## src/rtl/clkmon_pkg.sv

```systemverilog
// rtl/clkmon_pkg.sv - shared types and defaults for the clock activity monitor
//
// Holds the monitor FSM state encoding and the default widths/limits used
// as parameter defaults by clk_activity_monitor. No ports.
package clkmon_pkg;

  typedef enum logic [1:0] {
    IDLE   = 2'd0,
    COUNT  = 2'd1,
    REPORT = 2'd2
  } mon_state_t;

  localparam int DEF_CNT_W     = 8;
  localparam int DEF_WIN_W     = 8;
  localparam int DEF_STUCK_LIM = 64;

endpackage

```

## src/rtl/clk_sync_edge.sv

```systemverilog
// rtl/clk_sync_edge.sv - two-flop synchronizer with rising-edge detect
//
// Brings the asynchronous monitored clock A into the CLK domain and flags
// each rising edge as a single-cycle pulse.
//   CLK        in   sampling clock
//   R          in   asynchronous active-high reset
//   A          in   monitored signal, asynchronous to CLK
//   edge_pulse out  high for one CLK cycle per synchronized rising edge of A
module clk_sync_edge (
  input  logic CLK,
  input  logic R,
  input  logic A,
  output logic edge_pulse
);

  logic a_meta;
  logic a_sync;
  logic a_hist;

  // History clears with the synchronizer so an A already high at reset
  // release still produces exactly one pulse once it propagates through.
  always_ff @(posedge CLK or posedge R) begin
    if (R) begin
      a_meta <= 1'b0;
      a_sync <= 1'b0;
      a_hist <= 1'b0;
    end else begin
      a_meta <= A;
      a_sync <= a_meta;
      a_hist <= a_sync;
    end
  end

  assign edge_pulse = a_sync & ~a_hist;

endmodule

```

## src/rtl/clk_activity_monitor.sv

```systemverilog
// rtl/clk_activity_monitor.sv - windowed edge counter and stuck detector for a monitored clock
//
// Counts synchronized rising edges of A over a window of WIN CLK cycles,
// reports the count with range flags, and flags A as stuck after STUCK_LIM
// enabled cycles without an edge.
//   CLK      in   sole clock
//   R        in   asynchronous active-high reset
//   A        in   monitored clock, asynchronous
//   EN       in   monitor enable
//   WIN      in   window length in CLK cycles (0 behaves as 1), sampled at window start
//   MIN_CNT  in   lowest acceptable count
//   MAX_CNT  in   highest acceptable count
//   CNT      out  count of last completed window (saturating)
//   DONE     out  one-cycle pulse when CNT/LOW/HIGH update
//   LOW      out  last count below MIN_CNT
//   HIGH     out  last count above MAX_CNT
//   STUCK    out  no edge for STUCK_LIM or more consecutive enabled cycles
module clk_activity_monitor
  import clkmon_pkg::*;
#(
  parameter int CNT_W     = DEF_CNT_W,
  parameter int WIN_W     = DEF_WIN_W,
  parameter int STUCK_LIM = DEF_STUCK_LIM
) (
  input  logic             CLK,
  input  logic             R,
  input  logic             A,
  input  logic             EN,
  input  logic [WIN_W-1:0] WIN,
  input  logic [CNT_W-1:0] MIN_CNT,
  input  logic [CNT_W-1:0] MAX_CNT,
  output logic [CNT_W-1:0] CNT,
  output logic             DONE,
  output logic             LOW,
  output logic             HIGH,
  output logic             STUCK
);

  localparam int               STK_W   = $clog2(STUCK_LIM + 1);
  localparam logic [CNT_W-1:0] CNT_MAX = '1;
  localparam logic [STK_W-1:0] STK_LIM = STK_W'(STUCK_LIM);
  localparam logic [WIN_W-1:0] WIN_ONE = WIN_W'(1);

  logic             edge_pulse;
  mon_state_t       state;
  logic [WIN_W-1:0] win_tmr;
  logic [CNT_W-1:0] edge_cnt;
  logic [STK_W-1:0] stuck_cnt;

  logic [WIN_W-1:0] win_load;
  logic [CNT_W-1:0] edge_cnt_inc;
  logic [CNT_W-1:0] first_cnt;
  logic [STK_W-1:0] stuck_next;

  clk_sync_edge u_sync_edge (
    .CLK        (CLK),
    .R          (R),
    .A          (A),
    .edge_pulse (edge_pulse)
  );

  always_comb begin
    win_load     = (WIN == '0) ? WIN_ONE : WIN;
    edge_cnt_inc = (edge_pulse && (edge_cnt != CNT_MAX)) ? edge_cnt + CNT_W'(1) : edge_cnt;
    // A pulse on the cycle a window is opened belongs to that new window.
    first_cnt    = edge_pulse ? CNT_W'(1) : '0;

    if (!EN || edge_pulse) begin
      stuck_next = '0;
    end else if (stuck_cnt == STK_LIM) begin
      stuck_next = stuck_cnt;
    end else begin
      stuck_next = stuck_cnt + STK_W'(1);
    end
  end

  // Window FSM. The timer counts down COUNT cycles; the cycle it reads one
  // is the last COUNT cycle, so a window spans exactly win_load COUNT cycles.
  always_ff @(posedge CLK or posedge R) begin
    if (R) begin
      state    <= IDLE;
      win_tmr  <= '0;
      edge_cnt <= '0;
      CNT      <= '0;
      DONE     <= 1'b0;
      LOW      <= 1'b0;
      HIGH     <= 1'b0;
    end else begin
      DONE <= 1'b0;
      case (state)
        IDLE: begin
          if (EN) begin
            state    <= COUNT;
            win_tmr  <= win_load;
            edge_cnt <= first_cnt;
          end
        end
        COUNT: begin
          if (!EN) begin
            // Abandoned window: reported outputs are left untouched.
            state <= IDLE;
          end else begin
            edge_cnt <= edge_cnt_inc;
            win_tmr  <= win_tmr - WIN_ONE;
            if (win_tmr == WIN_ONE) begin
              state <= REPORT;
            end
          end
        end
        REPORT: begin
          // The report always completes, even if EN has just dropped.
          CNT  <= edge_cnt;
          LOW  <= (edge_cnt < MIN_CNT);
          HIGH <= (edge_cnt > MAX_CNT);
          DONE <= 1'b1;
          if (EN) begin
            state    <= COUNT;
            win_tmr  <= win_load;
            edge_cnt <= first_cnt;
          end else begin
            state <= IDLE;
          end
        end
        default: state <= IDLE;
      endcase
    end
  end

  // Stuck detection runs independently of the window FSM.
  always_ff @(posedge CLK or posedge R) begin
    if (R) begin
      stuck_cnt <= '0;
      STUCK     <= 1'b0;
    end else begin
      stuck_cnt <= stuck_next;
      STUCK     <= (stuck_next == STK_LIM);
    end
  end

endmodule

```

## config.mk

```make
export PLATFORM = sky130hd
export DESIGN_NAME = clk_activity_monitor
export DESIGN_NICKNAME = d
export VERILOG_FILES = /design/src/rtl/clkmon_pkg.sv /design/src/rtl/clk_sync_edge.sv /design/src/rtl/clk_activity_monitor.sv
export SDC_FILE = /design/constraint.sdc
export NUM_CORES = 1
export LEC_CHECK = 0
export CAP_MARGIN = 20
export CORE_MARGIN = 1.5
export CORE_UTILIZATION = 58
export CTS_CLUSTER_SIZE = 30
export DETAILED_ROUTE_END_ITERATION = 10
export PLACE_DENSITY_LB_ADDON = 0.12
export SETUP_SLACK_MARGIN = 0.3
export SLEW_MARGIN = 20
export SYNTH_ARGS = -nofsm -noshare
export SYNTH_HDL_FRONTEND = slang
export SYNTH_SLANG_ARGS = --single-unit
export TNS_END_PERCENT = 1
```

## constraint.sdc

```tcl
create_clock -name CLK -period 3.4 [get_ports CLK]
set_input_delay 0.51 -clock CLK [delete_from_list [all_inputs] [get_ports CLK]]
set_output_delay 0.51 -clock CLK [all_outputs]
set_load 0.005 [all_outputs]
```

==> results of run 1 <==
metal layers:
layer | track usage | wire (um) | up-vias
li1 | - | - | 1052
met1 | 0.343 | 2490 | 979
met2 | 0.365 | 2270 | 44
met3 | 0.0422 | 240 | 6
met4 | 0.0650 | 57 | 0
met5 | 0 | 0 | -
report_power, final:
part | switching (uW) | total [uW] | leakage, uW | internal [uW]
clock | 169 | 386 | 0.0000541 | 217
sequential | 71.1 | 586 | 0.000512 | 515
combinational | 122 | 252 | 0.000838 | 131
flip-flops by register name, indices dropped and copies added (netlist names):
| name | flops |
|---|---|
| CNT | 8 |
| edge_cnt | 8 |
| win_tmr | 8 |
| stuck_cnt | 7 |
| state | 2 |
| DONE | 1 |
| HIGH | 1 |
| LOW | 1 |
| STUCK | 1 |
| u_sync_edge.a_hist | 1 |
| u_sync_edge.a_meta | 1 |
| u_sync_edge.a_sync | 1 |
logic make-up (layout without fill, tap and decap cells):
logic type,after synthesis,in the layout,synth area share
AO/OA/AOI/OAI,63,63,0.170
XOR/XNOR,5,5,0.0176
adder cells (fa/ha/maj),20,20,0.100
buffers and inverters,34,74,0.0547
flip-flops,40,40,0.402
multiplexers,10,10,0.0427
AND/OR/NAND/NOR,99,99,0.213
cells in the final DEF (no fill, tap or decap), types with 3 or more instances in the layout:
cell / n
a21o_1: 3
a21oi_1: 16
a31oi_1: 7
and4_1: 4
clkbuf_8: 5
clkdlybuf4s50_1: 39
dfrtp_1: 40
ha_1: 20
inv_1: 25
mux2_2: 5
mux2i_1: 5
nand2_1: 24
nand2b_1: 5
nand3_1: 15
nor2_1: 18
nor2b_1: 6
nor3_1: 8
o21ai_0: 9
o22ai_1: 5
xnor2_1: 3
final cells by class:
class | instances | area share
clock inverter | 3 | 0.0140
timing repair buffer | 41 | 0.134
tap | 50 | 0.0207
multi-input combinational | 197 | 0.447
clock buffer | 5 | 0.0227
inverter | 25 | 0.0310
sequential | 40 | 0.330
final timing paths:
path                                    start                 end  slack [ps]  depth (start not counted)
min in group asynchronous                   R                 LOW         540                          2
max                                  state[0]                 LOW        1170                          4
min reg2reg                u_sync_edge.a_meta  u_sync_edge.a_sync         370                          0
max in group asynchronous                   R          win_tmr[1]        2120                          3
max reg2reg                          state[0]                 LOW        1170                          4
min                        u_sync_edge.a_meta  u_sync_edge.a_sync         370                          0
critical path, cell delays in order, from the launching register on:
cell and delay [ps]:
dfrtp_1 720, nand2b_1 630, a2111oi_0 560, a21oi_1 90
a31oi_1 160
through the flow:
stage / utilization / cells / instance area [sq um]
6_report: 0.747 / 361 / 3030
5_1_grt: 0.747 / 361 / 3030
3_5_place_dp: 0.719 / 353 / 2920
2_1_floorplan: - / 271 / 2490
4_1_cts: 0.747 / 361 / 3030
3_3_place_gp: 0.719 / 353 / 2920
==> flow_summary.toml, run 1 <==
[worst_setup_path]
critPathArrivalTime_ps = 2450
worst_setup_path_start_kind = "flop"
critPathMaxFanout = 30
path_class = "flop to flop"
worstPathRequired_ps = 3620
cp-end-kind = "flop"

[timing]
maxSlewHeadroom = 0.412
clock_skew_ps = 6.88
finalHoldViolCount = 0
timing.hold.ws_ps = 369
period_share = 0.656
maxSlewViolCount = 0
tightest_slew_ps = 883
finalSetupViolCount = 0
tns_ps = 0
fmax_mhz = 449
min_period_ps = 2230
rsz0062_at_grt = "no"
fin_ws_ps = 1170

[placement]
place_congestion = 0.818
io_buffers = 39
pre_cts_slack_ps = 1080
dpl.hpwl_um = 3790

[finish]
multi_input_area_sq_um = 1360
nNetsFinal = 358
n_antenna_cell = 0
drive_gt1_frac = 0.0772
fillers = 304
area_delta_synth_final_pct = 21.5
regArea_sq_um = 1000

[logic_synthesis]
syn_nets = 319
synthCells = 271
synth-seq-cells = 40
yosys-top-cells-count = "dfrtp_1 (40), inv_1 (25), nand2_1 (24), ha_1 (20), nor2_1 (18)"
syn_area_sq_um = 2490
yosysWarnings = 0
synth_cell_type_count = 55
synth_largest_area_cell = "dfrtp_1"
synth_edf_count = 0
post-synth-top-count-cell = "dfrtp_1"
synth_top_area_share = 0.402
yosys-top-cells-area = "dfrtp_1 (40%), ha_1 (10%), inv_1 (3.8%)"
synth_area_per_cell_sq_um = 9.20
synth_flop_cell = "dfrtp_1"
synthArstFlopShare = 1.00
seq_area_frac_synth = 0.402

[clock_tree]
clockBufferDepth = 2
h-tree-depth = 2
cts_sinks = 40
path_clk_slew_ps = 80
cts_setup_buffers = 0
cts_tree = "done"
clock-root-buffer = "clkbuf_8"
clock_latency_ps = 290
cts-resized-gates = 0
hold_buffers = 0
cts_buffers = 5

[power]
power.total_uw = 1220
max-vdd-ir-drop_mv = 0.316
p_leak_uw = 0.00140
p_per_area_nw_per_um2 = 404

[routing]
wl_per_cell_um = 14.0
antenna_left = 0
first_pass_iters = 5
routed_wl_um = 5060
drt_iter0_markers = 115
vias = 2081
via_per_inst = 5.76
drc = 0

[grt]
grt_pass1_wl_um = 8360
antenna_found_initial = 0
grt_overflow = 0
track_usage = 0.237
grt_max_degree = 31
grt_pass1_vias = 1854

[floorplan]
row_count = 23
pin_count = 40
chipHeight_um = 68.6
core-area_sq_um = 4060
dieArea_sq_um = 4700
die_w_um = 68.6
start_util = 0.614

[run]
drv_cap = 0

[hold_path]
min_path_type = "flop to flop"

[status]
outcome = "complete, no violations"
(Power assumes the default switching activity.)
==> inputs of run 2 (changes only) <==
- CORE_UTILIZATION: 58 -> 54
- clock period: 3.4 -> 2.2 ns (I/O delays scaled with it)
==> run 2 against run 1 <==
Routed wire length up 6.9%. Cell count increased by 1.9%. Combinational power increased by 65%. Global-route usage fell by 0.66 points. Clock power grew 57%. Worst hold slack worse by 16 ps.
==> flow_summary.toml, run 2 (synthesis results as in run 1) <==
[timing]
min_period_ps = 1740
finalHoldViolCount = 0
clock_skew_ps = 2.62
fin_ws_ps = 462
maxSlewViolCount = 0
tightest_slew_ps = 553
timing.hold.ws_ps = 353
rsz0062_at_grt = "no"
fmax_mhz = 575
period_share = 0.790
finalSetupViolCount = 0
maxSlewHeadroom = 0.628
tns_ps = 0

[floorplan]
pin_count = 40
core-area_sq_um = 4380
row_count = 24
chipHeight_um = 70.9
dieArea_sq_um = 5030
die_w_um = 70.9
start_util = 0.568

[power]
p_sw_frac = 0.299
p_per_area_nw_per_um2 = 623
p_switching_uw = 572
p_leak_uw = 0.00143
combPwrFrac = 0.217
p_int_uw = 1340
max-vdd-ir-drop_mv = 0.422
clkPwrFrac = 0.317
seq_power_share = 0.466

[finish]
drive_gt1_frac = 0.0981
largest_registers = "CNT: 8 flops, edge_cnt: 8 flops, win_tmr: 8 flops"
n_antenna_cell = 0
area_delta_synth_final_pct = 23.3
fin_area_sq_um = 3070
nNetsFinal = 363
layout_common_cells = "clkdlybuf4s50_1 (39), dfrtp_1 (38), inv_1 (25)"
final_common_cell = "clkdlybuf4s50_1"

[grt]
antenna_found_initial = 0
grt_overflow = 0
track_usage = 0.231
grt_max_degree = 41
grt_pass1_vias = 2067
grt_pass1_wl_um = 9360

[clock_tree]
hold_buffers = 0
clock-root-buffer = "clkbuf_8"
cts_tree = "done"
cts_sinks = 40
cts-resized-gates = 0
cts_setup_buffers = 0
clockBufferDepth = 2
h-tree-depth = 2
clock_latency_ps = 290
path_clk_slew_ps = 80
cts_buffers = 5

[worst_setup_path]
critPathArrivalTime_ps = 1960
worst_setup_path_start_kind = "input pin"
path_class = "input pin to flop"
r2r-start = "edge_cnt[7]"
critPathMaxFanout = 3
cp-end-kind = "flop"
rr_worst_depth = 5
rrSetupSlack_ps = 470
timing.rr.end = "LOW"
worstPathRequired_ps = 2420

[status]
outcome = "complete, no violations"

[routing]
antenna_left = 0
first_pass_iters = 4
vias = 2128
drt_iter0_markers = 135
routed_wl_um = 5400
wl_per_cell_um = 14.7
via_per_inst = 5.78
drc = 0

[run]
drv_cap = 0

[placement]
place_congestion = 0.857
io_buffers = 39
placed_area_sq_um = 2960
dpl.hpwl_um = 3970
pre_cts_slack_ps = 164

[hold_path]
min_path_type = "flop to flop"
min_path_cells = 0
holdCritStartpoint = "u_sync_edge.a_meta"
min_to = "u_sync_edge.a_sync"
==> run 2: cell type report <==
cell class | instances | area [sq um]
multi-input cells | 197 | 1360
inverters | 25 | 93.8
clock buffers | 5 | 68.8
flip-flops and latches | 40 | 1000
repair buffers | 46 | 443
well taps | 52 | 65.1
fillers | 377 | 1310
clock inverters | 3 | 42.5
==> run 2: how the worst max path moves through the flow <==
stage,startpoint,cells past startpoint,endpoint
global placement,MIN_CNT[6],7,LOW
global route,stuck_cnt[0],6,STUCK
CTS,stuck_cnt[0],6,STUCK
finish,MIN_CNT[7],7,LOW
floorplan,stuck_cnt[0],6,STUCK
detailed placement,MIN_CNT[7],7,LOW
==> run 2: layer usage <==
layer  part of all wire  global-route usage
met5                  0                   0
met4              0.015              0.0713
met3              0.045              0.0470
met2               0.47               0.371
met1               0.47               0.316
==> run 2: power by group through the flow <==
stage                     combinational (uW)  clock [uW]  sequential, uW
after floorplan                          269           0             882
after CTS                                417         620             889
after global placement                   398           0             902
final                                    415         607             892
after global routing                     474         640             905
after detailed placement                 414           0             904
==> run 2: worst max-delay path, cell delays in order <==
cell and delay [ps]:
clkdlybuf4s50_1 460, inv_1 40, ha_1 310, and4_1 190, a2111oi_0 400, a21oi_1 80, a31oi_1 140
==> run 2: through the flow <==
step	utilization	cells	power (uW)
2_1_floorplan	-	271	1150
3_3_place_gp	0.675	360	1300
3_5_place_dp	0.675	360	1320
4_1_cts	0.700	368	1930
5_1_grt	0.701	368	2020
6_report	0.701	368	1910
==> inputs of run 3 (changes only) <==
- CORE_UTILIZATION: 54 -> 48
- clock period: 2.2 -> 1.44 ns (I/O delays scaled with it)
==> run 3 against run 2 <==
The run now ends with setup timing left. Final area is 27% higher. Cell count is 20% higher. Total power is 76% higher. Worst setup slack worse by 550 ps. Via count is 15% higher. Critical path depth is 3 lower. Worst hold slack worse by 72 ps. First-iteration DRC count is 14% higher. Critical endpoint is now edge_cnt[4].
==> flow_summary.toml, run 3 (synthesis results as in run 1) <==
[finish]
nNetsFinal = 418
n_antenna_cell = 0
fillers = 341
largest_registers = "CNT: 8 flops, edge_cnt: 8 flops, win_tmr: 8 flops"
area_delta_synth_final_pct = 56.1
layout_common_cells = "buf_4 (51), dfrtp_1 (32), clkdlybuf4s50_1 (26)"
final_common_cell = "buf_4"
multi_input_area_sq_um = 1710
fin_util = 0.772
regArea_sq_um = 1010
drive_gt1_frac = 0.404

[floorplan]
dieArea_sq_um = 5630
chipHeight_um = 75.1
pin_count = 40
row_count = 26
die_w_um = 75.1
core-area_sq_um = 5040
start_util = 0.494

[hold_path]
min_path_type = "input pin to asynchronous set/reset pin"

[placement]
pre_cts_slack_ps = -400
dpl.hpwl_um = 4600
place_congestion = 0.830
io_buffers = 39

[status]
violations = "setup timing"
outcome = "finished, violations left"

[timing]
rsz0062_at_grt = "yes"
period_share = 1.06
maxSlewViolCount = 0
finalHoldViolCount = 0
tightest_slew_ps = 272
fmax_mhz = 656
maxSlewHeadroom = 0.817
finalSetupViolCount = 8
clock_skew_ps = 5.90
timing.hold.ws_ps = 280
min_period_ps = 1520
fin_ws_ps = -84.5
tns_ps = -308

[clock_tree]
clock_latency_ps = 310
path_clk_slew_ps = 80
cts_buffers = 5
cts_sinks = 40
h-tree-depth = 2
clock-root-buffer = "clkbuf_8"
clockBufferDepth = 2
cts_tree = "done"

[grt]
antenna_found_initial = 0
grt_pass1_vias = 2355
grt_pass1_wl_um = 11000
track_usage = 0.260
grt_max_degree = 41
grt_overflow = 0

[worst_setup_path]
rrSetupSlack_ps = -80
worstPathRequired_ps = 1670
path_class = "flop to flop"
timing.rr.end = "edge_cnt[4]"
critPathMaxFanout = 4
critPathArrivalTime_ps = 1760
worst_setup_path_start_kind = "flop"
r2r-start = "edge_cnt[6]"
cp-end-kind = "flop"
rr_worst_depth = 4

[routing]
routed_wl_um = 7080
vias = 2450
first_pass_iters = 5
drc = 0
antenna_left = 0
drt_iter0_markers = 154
wl_per_cell_um = 16.1
via_per_inst = 5.56

[run]
drv_cap = 0

[power]
p_leak_uw = 0.00177
p_per_area_nw_per_um2 = 864
max-vdd-ir-drop_mv = 0.969
## run 3: cell count changes in the layout (fill, tap and decap cells not counted), moves of 6 or more
cell / delta
ha_1: -11
clkbuf_2: +8
buf_6: +8
nor3_1: -6
clkdlybuf4s50_1: -13
dfrtp_1: -6
ha_4: +10
buf_4: +44
dfrtp_2: +6
## run 3: how the worst max path moves through the flow
stage,from,end,slack [ps],cells past startpoint
after floorplan,stuck_cnt[0],STUCK,-50,6
after global placement,MIN_CNT[6],LOW,-330,7
after detailed placement,MIN_CNT[5],LOW,-400,7
after CTS,edge_cnt[7],LOW,-100,5
after global routing,stuck_cnt[0],STUCK,-150,7
final,edge_cnt[6],edge_cnt[4],-80,4
## run 3: report_power, final
group          switching [uW]  internal (uW)
Clock                     432            513
Sequential                112           1220
Combinational             510            571
Total                    1050           2310
## run 3: through the flow
step,area [sq um],power [uW],std cells
after floorplan,2530,1770,271
after global placement,3430,2190,430
after detailed placement,3430,2220,430
after CTS,3770,3270,440
after global routing,3890,3540,441
final,3890,3360,441
## run 3: repair_timing
item / 4_1_cts / 5_1_grt
setup endpoints to repair: 45 / 43
gates cloned: 0 / 0
pin swaps: 32 / 21
hold buffers: 0 / 0
resized for setup: 73 / 38
buffers inserted: 2 / 1
## run 3: per-layer routing
metal	part of all wire	track usage
met4	0.011	0.0869
met5	0	0
met1	0.44	0.346
met3	0.045	0.0509
met2	0.50	0.426
## run 3: critical path, cell delays in order (launching register included)
cell,delay [ps]
dfrtp_2,460
and4_4,220
and4_4,190
or4_4,500
o2111ai_2,70
## run 3: area by class of cell
type	count	share of cell area
Inverter	25	0.0241
Multi-Input combinational cell	197	0.439
Clock inverter	3	0.0109
Timing Repair Buffer	101	0.226
Sequential cell	40	0.260
Tap cell	70	0.0225
Clock buffer	5	0.0177
